**src/rtl/count_sequencer.sv**
```systemverilog
// Command-driven count sequencer: accepts a count job over valid/ready, steps on ticks,
// flags terminal count and either finishes (one-shot) or reloads and repeats.
module count_sequencer #(
  parameter int WIDTH = 4,
  parameter int RLD_W = 8
) (
  input  logic             clk,
  input  logic             RESET,
  input  logic             cmd_valid,
  output logic             cmd_ready,
  input  logic [WIDTH-1:0] cmd_start,
  input  logic [WIDTH-1:0] cmd_limit,
  input  logic             cmd_dir,
  input  logic             cmd_reload,
  input  logic             tick,
  input  logic             pause,
  input  logic             abort,
  output logic [WIDTH-1:0] count,
  output logic             busy,
  output logic             tc,
  output logic             done,
  output logic [RLD_W-1:0] reload_cnt
);

  typedef enum logic [1:0] {
    IDLE = 2'd0,
    RUN  = 2'd1,
    DONE = 2'd2
  } state_e;

  localparam logic [WIDTH-1:0] CNT_ONE = {{(WIDTH-1){1'b0}}, 1'b1};
  localparam logic [RLD_W-1:0] RLD_ONE = {{(RLD_W-1){1'b0}}, 1'b1};

  state_e           state_q, state_d;
  logic [WIDTH-1:0] count_q, count_d;
  logic [WIDTH-1:0] start_q, start_d;
  logic [WIDTH-1:0] limit_q, limit_d;
  logic             dir_q, dir_d;
  logic             reload_q, reload_d;
  logic             tc_q, tc_d;
  logic [RLD_W-1:0] reload_cnt_q, reload_cnt_d;

  always_ff @(posedge clk or posedge RESET) begin
    if (RESET) begin
      state_q      <= IDLE;
      count_q      <= '0;
      start_q      <= '0;
      limit_q      <= '0;
      dir_q        <= 1'b0;
      reload_q     <= 1'b0;
      tc_q         <= 1'b0;
      reload_cnt_q <= '0;
    end else begin
      state_q      <= state_d;
      count_q      <= count_d;
      start_q      <= start_d;
      limit_q      <= limit_d;
      dir_q        <= dir_d;
      reload_q     <= reload_d;
      tc_q         <= tc_d;
      reload_cnt_q <= reload_cnt_d;
    end
  end

  // Priority in RUN: abort, then pause, then tick (terminal or step).
  always_comb begin
    state_d      = state_q;
    count_d      = count_q;
    start_d      = start_q;
    limit_d      = limit_q;
    dir_d        = dir_q;
    reload_d     = reload_q;
    tc_d         = 1'b0;
    reload_cnt_d = reload_cnt_q;
    case (state_q)
      IDLE: begin
        if (cmd_valid) begin
          start_d      = cmd_start;
          limit_d      = cmd_limit;
          dir_d        = cmd_dir;
          reload_d     = cmd_reload;
          count_d      = cmd_start;
          reload_cnt_d = '0;
          state_d      = RUN;
        end
      end
      RUN: begin
        if (abort) begin
          state_d = IDLE;
        end else if (!pause && tick) begin
          if (count_q == limit_q) begin
            tc_d = 1'b1;
            if (reload_q) begin
              count_d = start_q;
              if (reload_cnt_q != '1) begin
                reload_cnt_d = reload_cnt_q + RLD_ONE;
              end
            end else begin
              state_d = DONE;
            end
          end else if (dir_q) begin
            count_d = count_q - CNT_ONE;
          end else begin
            count_d = count_q + CNT_ONE;
          end
        end
      end
      DONE:    state_d = IDLE;
      default: state_d = IDLE;
    endcase
  end

  assign cmd_ready  = (state_q == IDLE);
  assign busy       = (state_q == RUN);
  assign done       = (state_q == DONE);
  assign tc         = tc_q;
  assign count      = count_q;
  assign reload_cnt = reload_cnt_q;

endmodule

```
**config.mk**
```make
export PLATFORM = sky130hd
export DESIGN_NAME = count_sequencer
export DESIGN_NICKNAME = d
export VERILOG_FILES = /design/src/rtl/count_sequencer.sv
export SDC_FILE = /design/constraint.sdc
export NUM_CORES = 1
export LEC_CHECK = 0
export ABC_AREA = 1
export ABC_CLOCK_PERIOD_IN_PS = 1680
export CAP_MARGIN = 20
export CORE_ASPECT_RATIO = 1.1
export CORE_MARGIN = 5
export CORE_UTILIZATION = 51
export DETAILED_ROUTE_END_ITERATION = 6
export PLACE_DENSITY = 0.79
export RECOVER_POWER = 50
export SLEW_MARGIN = 15
export SYNTH_ARGS = -nofsm -noshare
export SYNTH_HDL_FRONTEND = slang
export SYNTH_SLANG_ARGS = --single-unit
```
**constraint.sdc**
```tcl
create_clock -name clk -period 1.68 [get_ports clk]
set_input_delay 0.168 -clock clk [delete_from_list [all_inputs] [get_ports clk]]
set_output_delay 0.168 -clock clk [all_outputs]
set_load 0.03 [all_outputs]
```
==> Yosys cells after proc, flatten, opt, wreduce, memory -nomap -nowiden <==
Index checks and enable logic that the tools add are counted.
{ "word_totals": {"ff_bits": 25, "inputBits": 16, "out_inout_bits": 16, "elab_cells": 57} }
{ "op_classes": {"addsub": 3, "n_eq_ne": 14, "mux": 24, "reduce_logical": 8} }
{ "op_table": {"columns": ["cell", "count"], "rows": [
  ["$mux 8", 6],
  ["$mux 4", 6],
  ["$pmux 8 s2", 1],
  ["$mux 2", 5],
  ["$add 8x1->8 const B", 1],
  ["$ne 2x1->1 const B", 4],
  ["$ne 8x8->1 const B", 1],
  ["$pmux 4 s2", 1],
  ["$reduce_and 7->1", 1],
  ["$ne 3x2->1 const B", 2],
  ["$ne 3x3->1 const B", 2],
  ["$reduce_and 5->1", 1],
  ["$add 4x1->4 const B", 1],
  ["$eq 4x4->1", 1],
  ["$mux 1", 4],
  ["$ne 2x2->1 const B", 2],
  ["$pmux 2 s2", 1],
  ["$reduce_and 4->1", 1],
  ["$sub 4x1->4 const B", 1],
  ["$eq 2x1->1 const B", 1],
  ["$eq 2x2->1 const B", 1],
  ["$logic_not 2->1", 1],
  ["$reduce_and 2->1", 1],
  ["$reduce_bool 2->1", 1],
  ["other kinds (2)", 2]
]} }

==> Logic depth before layout (Yosys ltp) <==
Gate-level depths: netlist of run 1.
{ "logic_depth": {"ltp_word": 7, "mapped_depth": 10, "mapped_depth_nobuf": 10} }

==> Worst setup path after synthesis of run 1 <==
Ideal clock, no wire load.
{ "synth_timing": {"path_kind": "register -> register", "start": "register state_q[1]", "end": "register reload_cnt_q[3], in the netlist reload_cnt[3]", "setup_ps": 74, "arrival_ps": 1638, "required_time_ps": 1606, "setup_slack_ps": -32, "stages_incl_launch_ff": 9, "path_buffers": 1, "synth_period_minus_slack_ps": 1712, "path_cell_list": "dfrtp_1 nor2_1 nand2_1 nand2_1 nor3_4 nand3_4 buf_6 nand2_1 o21ai_2"} }
{ "synth_between": {"elab_chain_len": 3, "elab_cells_between_ends": 11, "cone_classes": "eq/ne (7); mux (1); reduce/logical (3)"} }
{ "synth_rtl": {"columns": ["element", "line", "source"], "rows": [
  ["start, declared", "34", "state_e state_q, state_d;"],
  ["start signal, assigned", "54", "state_q <= state_d;"],
  ["$logic_not 2->1 *", null, null],
  ["named net cmd_ready", "10", "output logic cmd_ready,"],
  ["$ne 2x2->1 (no line) or $reduce_bool 2->1 (tied branches)", null, null],
  ["$reduce_and 7->1 (no line)", null, null],
  ["end signal, assigned", "61", "reload_cnt_q <= reload_cnt_d;"],
  ["end, declared", "41", "logic [RLD_W-1:0] reload_cnt_q, reload_cnt_d;"]
]} }
The timed path passes the listed nets; every way through them passes the cells marked *.
A chain may end at the register's enable or synchronous reset.

==> Worst setup path in the final report of run 1 <==
{ "layout_timing": {"start": "register reload_cnt_q[0], in the netlist reload_cnt[0]", "end": "output reload_cnt[0]"} }
{ "layout_lines": {"columns": ["element", "line", "source"], "rows": [
  ["end, declared", "22", "output logic [RLD_W-1:0] reload_cnt"]
]} }
No word-level cell between the ends.

==> metrics.md, run 1 <==
| Metric | Value |
|---|---|
| Yosys reg bits | `25` |
| CP bufs+invs | `1` |
| CTS tree | `built` |
| Asr flop ratio synth | `1.00` |
| YS warnings | `0` |
| Post-Synthesis Cells | `212` |
| Remaining antenna violation count | `0` |
| HP Class | `in -> reg` |
| Largest stage delay, worst path | `0.68 ns` |
| Fin crit period | `between 1.5 and 2 ns` |
| Clock-pin slew of the registers on the worst-case setup and hold paths | `roughly 0.16 ns` |
| List of most frequent post-synthesis cells | `nand2_1 (73), dfrtp_1 (25), inv_1 (23)` |
| # rows | `21` |
| Register area share after synthesis | `0.396` |
| Clock Sinks | `25` |
| First-pass GRT wire length | `5670 µm` |
| Area Overhead vs Synth | `28.4%` |
| # IOs | `32` |
| Area contributors post-synth | `dfrtp_1 (40%), nand2_1 (17%), inv_1 (5.5%)` |
| Net count, final | `270` |
| Critical path peak fanout | `5` |
| TritonCTS buffer count | `3` |
| Postcts setup bufs | `0` |
| Cell variety after synth | `30` |
| Max-cap check violation count | `0` |
| Die Width | `63.1 µm` |
| RSZ-0062 raised after global routing | `true` |
| Final WL | `approximately 3200 µm` |
| RD Place Congestion | `~0.81` |
| Via density | `between 5 and 6` |
| Area leader, netlist | `dfrtp_1` |
| Slew @ Worst Pin | `roughly 0.64 ns` |
| Slew Limit Fails | `0` |
| P_int | `approximately 1.6 mW` |
| Max Freq | `just over 600 MHz` |
| Fillcell total | `between 200 and 300` |
| Startpoint types | `flop` |
| Core area | `3020 µm²` |
| Initial core utilization | `0.523` |
| Post-Syn Area | `between 1500 and 2000 µm²` |
| DIE AREA | `~4300 µm²` |
| CP endpoint kind | `output port` |
| Psw | `approximately 1.5 mW` |
| Critical path type | `reg -> out` |
| Global Route Usage Sum | `0.162` |
| Sw Share | `0.490` |
| Initial DRT Pass Iterations | `4` |
| Number of port buffers | `31` |
| Comb pwr share | `0.589` |
| Share of the synthesized area in the top cell type | `0.396` |
| Status | `finished, final reports clean` |
| Routed vias | `between 1000 and 1500` |
| Cts hold-fix bufs | `0` |
| Setup Total Neg Slack | `0 ns` |
| Root Buffer | `clkbuf_4` |
| Prevailing post-synth register cell | `dfrtp_1` |
| Cell Chain, Critical Path | `clkdlybuf4s50_1` |
| Top-count cell post-synth | `nand2_1` |
| # H-tree levels | `1` |
| Antenna violations before repair | `0` |
| Ant diodes | `0` |
| Starting DRT DRC Count | `76` |
| DRC | `0` |
| CTS Buffer Depth | `2` |
| Hold Slack | `approximately 0.36 ns` |
| Vias in the first global route | `~1300` |
| Power density cells | `1520 nW/µm²` |
| Gr ovfl total | `0` |
| Max VDD drop | `0.00126 V` |
| Clk pwr share | `0.092` |
| Part of the power in registers | `0.319` |
| Worst path slowest cell | `clkdlybuf4s50_1` |
| Average size of a mapped cell | `7.45 µm²` |
| Post-DP HPWL | `~2400 µm` |
| Leak Pwr | `1.08 nW` |
| Routed wire length per instance | `11.5 µm` |
| Die Y | `roughly 68 µm` |
| # setup viols final | `0` |
| Final Hold Vio Count | `0` |
| Data arrival, critical path | `1.44 ns` |
| Final period util | `0.957` |
| Worst slew margin | `0.573` |
| Number of enable flip-flop cells after synthesis | `0` |
| Mapped Nets | `approximately 230` |
| Largest net degree at the start of global routing | `26` |
| Layout cell share with drive strength beyond 1 | `0.193` |
| Worst skew pair latency | `around 0.33 ns` |
| CP required | `1.51 ns` |
| Top delay family on crit path | `buffers and inverters` |
| Final Skew | `0.0169 ns` |
[power by group through the flow]
stage,Combinational (mW),Sequential [mW],Clock (mW)
global placement,1.77,0.976,0
CTS,1.78,0.969,0.294
global route,2.06,1.02,0.320
finish,1.82,0.983,0.284
floorplan,1.23,1.09,0
detailed placement,1.79,0.981,0
[timing repair]
action / in CTS / in global routing
cloned: 0 / 1
pin swaps: 0 / 3
endpoints found under the hold margin: 0 / 0
resized for setup: 5 / 15
setup endpoints to repair: 5 / 16
[sequential cells by signal, summed over array words and instances (netlist names)]
signal and count:
dir_q 1, reload_cnt 8, reload_q 1, state_q 2, tc 1, count 4
start_q 4, limit_q 4
[layout by cell type, fill, tap and decap left out, types with 2 or more instances in the layout]
master,synthesis,layout
o21ai_2,7,7
dlymetal6s2s_1,0,6
nand2_4,2,3
clkdlybuf4s50_1,0,19
buf_4,0,4
nand3_1,16,15
a21oi_1,3,3
dfrtp_1,25,21
o21ai_0,9,9
inv_2,5,5
nand2_2,4,4
dfrtp_2,0,4
nor2_1,18,17
nor2_2,1,2
nand3b_1,2,2
xnor2_1,2,2
inv_1,23,22
dlygate4sd2_1,0,4
clkbuf_4,0,3
or2_2,4,4
nand2_1,73,72
nand3_4,1,2
[worst reg2reg max path, cell delays in order (launching register included)]
cell,delay [ns]
dfrtp_2,0.43
ha_2,0.20
nand2_1,0.09
nor2_2,0.16
nand3_2,0.09
nor2_1,0.14
nand2_2,0.10
nand3_4,0.17
nand2_1,0.08
o21ai_2,0.05
[area by class of cell]
cell class              instances  area, µm²  area share
repair buffers                 35        345       0.170
clock inverters                 1       5.00     0.00247
multi-input cells             157        875       0.431
well taps                      34       42.5      0.0210
inverters                      28        108      0.0531
flip-flops and latches         25        631       0.311
clock buffers                   3       22.5      0.0111
[worst paths after layout]
| check | startpoint | to | slack [ns] | depth (start not counted) |
|---|---|---|---|---|
| max | reload_cnt[0]$_DFFE_PP0P_ | reload_cnt[0] | 0.07 | 1 |
| max reg2reg | reload_cnt[0]$_DFFE_PP0P_ | reload_cnt[0]$_DFFE_PP0P_ | 0.11 | 9 |
| min in group asynchronous | RESET | reload_cnt[4]$_DFFE_PP0P_ | 0.42 | 3 |
| min reg2reg | start_q[2]$_DFFE_PP0P_ | start_q[2]$_DFFE_PP0P_ | 0.51 | 2 |
| max in group asynchronous | RESET | count[2]$_DFFE_PP0P_ | 0.80 | 3 |
| min | tick | tc$_DFF_PP0_ | 0.36 | 3 |
[stage by stage]
stage	util	cell area (µm²)	cells	power, mW	setup WS, ns
after floorplan	-	1580	212	2.32	0.0555
after global placement	0.643	1940	278	2.74	0.0928
after detailed placement	0.643	1940	278	2.77	0.0643
after CTS	0.651	1970	282	3.05	0.00399
after global routing	0.671	2030	283	3.39	-0.0172
final	0.671	2030	283	3.08	0.0730
[metal layers]
| layer | GRT usage | vias to the layer above | share of wire |
|---|---|---|---|
| met5 | 0 | - | 0 |
| met4 | 0.0424 | 0 | 0.0074 |
| met3 | 0.0296 | 4 | 0.040 |
| met2 | 0.290 | 34 | 0.48 |
| met1 | 0.203 | 645 | 0.48 |
| li1 | - | 742 | - |
[kinds of logic after synthesis]
group | count (synthesis) | synth area share
adders and majority gates | 4 | 0.0365
xor gates and xnor gates | 3 | 0.0166
AOI/OAI and AO/OA | 23 | 0.0959
DFF | 25 | 0.396
buffers and inverters | 31 | 0.0800
and+or+nand+nor | 126 | 0.375
Power figures use the tool's default switching activity.
==> inputs of run 2 (changes only) <==
--- a/config.mk
+++ b/config.mk
@@ -6,7 +6,7 @@
 export NUM_CORES = 1
 export LEC_CHECK = 0
 export ABC_AREA = 1
-export ABC_CLOCK_PERIOD_IN_PS = 1680
+export ABC_CLOCK_PERIOD_IN_PS = 1600
 export CAP_MARGIN = 20
 export CORE_ASPECT_RATIO = 1.1
 export CORE_MARGIN = 5
==> constraint.sdc (replaced) <==
create_clock -name clk -period 1.6 [get_ports clk]
set_input_delay 0.16 -clock clk [delete_from_list [all_inputs] [get_ports clk]]
set_output_delay 0.16 -clock clk [all_outputs]
set_load 0.03 [all_outputs]
==> run 2 against run 1 <==
Net effect:
- final area is 2.8% higher
- utilization is 1.9 points higher
- global-route usage is 0.15 points higher
- critical path type is now reg -> reg
- critical endpoint is now reload_cnt[6]$_DFFE_PP0P_
==> metrics.md, run 2 (same netlist as run 1, synthesis figures left out) <==
| Metric | Value |
|---|---|
| Routed wire length per instance | `11.8 µm (was 11.5 µm)` |
| # H-tree levels | `1 (unchanged)` |
| Power density cells | `1650 nW/µm² (was 1520 nW/µm²)` |
| # rows | `21 (unchanged)` |
| Commonest non-fill, non-tap cell in the layout | `nand2_1 (unchanged)` |
| Die Y | `68.4 µm (unchanged)` |
| Number of port buffers | `31 (unchanged)` |
| Clock-pin slew of the registers on the worst-case setup and hold paths | `0.16 ns (about the same)` |
| Critical path type | `reg -> reg (was reg -> out)` |
| M1 WL | `1620 µm (was 1540 µm)` |
| Ant diodes | `0 (unchanged)` |
| # setup viols final | `0 (unchanged)` |
| DIE AREA | `4310 µm² (unchanged)` |
| Critical path peak fanout | `8 (was 5)` |
| Starting DRT DRC Count | `76 (unchanged)` |
| RD Place Congestion | `0.801 (was 0.812)` |
| Final period util | `0.942` |
| Place WS | `-0.0345 ns (was 0.0643 ns)` |
| Root Buffer | `clkbuf_4 (unchanged)` |
| Cts hold-fix bufs | `0 (unchanged)` |
| First-pass GRT wire length | `5660 µm (was 5670 µm)` |
| Slew @ Worst Pin | `0.625 ns (was 0.640 ns)` |
| Clock Sinks | `25 (unchanged)` |
| CTS Buffer Depth | `2 (unchanged)` |
| CP required | `1.88 ns (was 1.51 ns)` |
| Largest net degree at the start of global routing | `26 (unchanged)` |
| Comb pwr share | `0.620 (was 0.589)` |
| Footprint of the multi-input gates | `907 µm² (was 875 µm²)` |
| Initial DRT Pass Iterations | `4 (unchanged)` |
| Reg area | `631 µm² (unchanged)` |
| Sw Share | `0.488 (was 0.490)` |
| Max-cap check violation count | `0 (unchanged)` |
| Layout cell share with drive strength beyond 1 | `0.252 (was 0.193)` |
| Net count, final | `279 (was 270)` |
| Psw | `1.67 mW (was 1.51 mW)` |
| # IOs | `32 (unchanged)` |
| Status | `finished, final reports clean (unchanged)` |
| Worst slew margin | `0.584 (was 0.573)` |
| Fillcell total | `254 (was 257)` |
| Vias in the first global route | `1314 (was 1310)` |
| Slew Limit Fails | `0 (unchanged)` |
| Antenna violations before repair | `0 (unchanged)` |
| Hold Path Cell Cnt | `3 (unchanged)` |
| DR WL met3 | `158 µm (was 131 µm)` |
| Largest register FFs | `8 (unchanged)` |
| Part of the power in registers | `0.293 (was 0.319)` |
| Top Layer Used | `met4 (unchanged)` |
| Final Non-Filler Cells | `292 (was 283)` |
| Final Hold Vio Count | `0 (unchanged)` |
| Final WL | `3440 µm (was 3250 µm)` |
| Clk pwr share | `0.087 (was 0.092)` |
| Routed vias | `1471 (was 1425)` |
| Initial core utilization | `0.523 (unchanged)` |
| Max Freq | `~660 MHz` |
| Startpoint types | `flop (unchanged)` |
| Gr ovfl total | `0 (unchanged)` |
| TritonCTS buffer count | `3 (unchanged)` |
| Post-DP HPWL | `2460 µm (was 2390 µm)` |
| Core area | `3020 µm² (unchanged)` |
| Commonest non-fill, non-tap cells in the layout | `nand2_1 (67), inv_1 (22), dfrtp_1 (21) (was nand2_1 (72), inv_1 (22), dfrtp_1 (21))` |
| Post-Place Cells | `283 (was 278)` |
| Max VDD drop | `0.00124 V (was 0.00126 V)` |
| Final worst slack | `0.0928 ns (was 0.0730 ns)` |
| Reg2Reg Depth | `9 (unchanged)` |
| Area Overhead vs Synth | `32.1% (was 28.4%)` |
| Fin crit period | `around 1.5 ns` |
| CTS tree | `built (unchanged)` |
| CP endpoint kind | `flop (was output port)` |
| Via density | `5.04 (about the same)` |
| Worst skew pair latency | `0.33 ns (about the same)` |
| Global Route Usage Sum | `0.164 (was 0.162)` |
| Die Width | `63.1 µm (unchanged)` |
| Final Skew | `0.0154 ns (was 0.0169 ns)` |
| P_int | `1.76 mW (was 1.57 mW)` |
| Remaining antenna violation count | `0 (unchanged)` |
| DRC | `0 (unchanged)` |
| DR WL met2 | `1650 µm (was 1550 µm)` |
| Leak Pwr | `1.06 nW (was 1.08 nW)` |
| Data arrival, critical path | `1.78 ns (was 1.44 ns)` |
| HP Class | `in -> reg (unchanged)` |
-- run 2: changes by cell type in the layout (fill, tap and decap cells not counted), sizes merged --
cell and delta:
buf +8, clkbuf +4, clkdlybuf4s50 -4, dlymetal6s2s -6, dlygate4sd2 +7
-- run 2: what timing repair did --
item / CTS / global route
cloned: 0 / 1
pin swaps: 0 / 10
buffers inserted: 2 / 2
setup endpoints to repair: 14 / 16
gates resized for setup: 13 / 20
-- run 2: area by class of cell --
cell class	instances	area share
multi-input cells	157	0.435
flip-flops and latches	25	0.302
repair buffers	44	0.179
inverters	28	0.0504
well taps	34	0.0204
clock buffers	3	0.0108
clock inverters	1	0.00240
-- run 2: worst max-delay path, stage by stage (launching register included) --
cell	delay, ns
dfrtp_2	0.39
ha_1	0.19
nand2_2	0.08
nor2_2	0.14
nand3_2	0.09
nor2_2	0.14
nand2_2	0.11
nand3_4	0.17
nand2_1	0.08
o21ai_2	0.06
-- run 2: power by group through the flow --
| stage | Sequential, mW | Combinational (mW) | Clock [mW] |
|---|---|---|---|
| detailed placement | 1.00 | 2.00 | 0 |
| global placement | 1.00 | 1.97 | 0 |
| floorplan | 1.14 | 1.29 | 0 |
| CTS | 0.983 | 1.99 | 0.306 |
| finish | 1.01 | 2.13 | 0.299 |
| global route | 1.04 | 2.37 | 0.333 |
-- run 2: metrics by stage --
step                power (mW)   util  setup TNS (ns)  instance area, µm²  hold WS [ns]
detailed placement        3.01  0.656          -0.196                1980         0.475
floorplan                 2.43      -               0                1590         0.187
CTS                       3.28  0.665               0                2010         0.181
global route              3.74  0.690          -0.128                2090         0.379
global placement          2.98  0.656               0                1980         0.472
finish                    3.43  0.690               0                2090         0.360
-- run 2: worst paths after layout --
check / startpoint / endpoint / slack [ns]
min in group asynchronous: RESET / start_q[1]$_DFFE_PP0P_ / 0.41
setup / recovery: reload_cnt[0]$_DFFE_PP0P_ / reload_cnt[6]$_DFFE_PP0P_ / 0.09
setup reg to reg: reload_cnt[0]$_DFFE_PP0P_ / reload_cnt[6]$_DFFE_PP0P_ / 0.09
max in group asynchronous: RESET / count[1]$_DFFE_PP0P_ / 0.74
hold / removal: tick / tc$_DFF_PP0_ / 0.36
hold reg to reg: start_q[2]$_DFFE_PP0P_ / start_q[2]$_DFFE_PP0P_ / 0.51
-- run 2: layer usage --
metal  track usage  vias to the layer above
li1              -                      758
met1         0.212                      674
met2         0.285                       37
met3        0.0246                        2
met4        0.0477                        0
met5             0                        -
==> inputs of run 3 (changes only) <==
--- a/config.mk
+++ b/config.mk
@@ -12,6 +12,7 @@
 export CORE_MARGIN = 5
 export CORE_UTILIZATION = 51
 export DETAILED_ROUTE_END_ITERATION = 6
+export HOLD_SLACK_MARGIN = 0.05
 export PLACE_DENSITY = 0.79
 export RECOVER_POWER = 50
 export SLEW_MARGIN = 15
==> results of run 3 <==
Same layout as run 2: the final DEF is identical, and so are final timing and power.
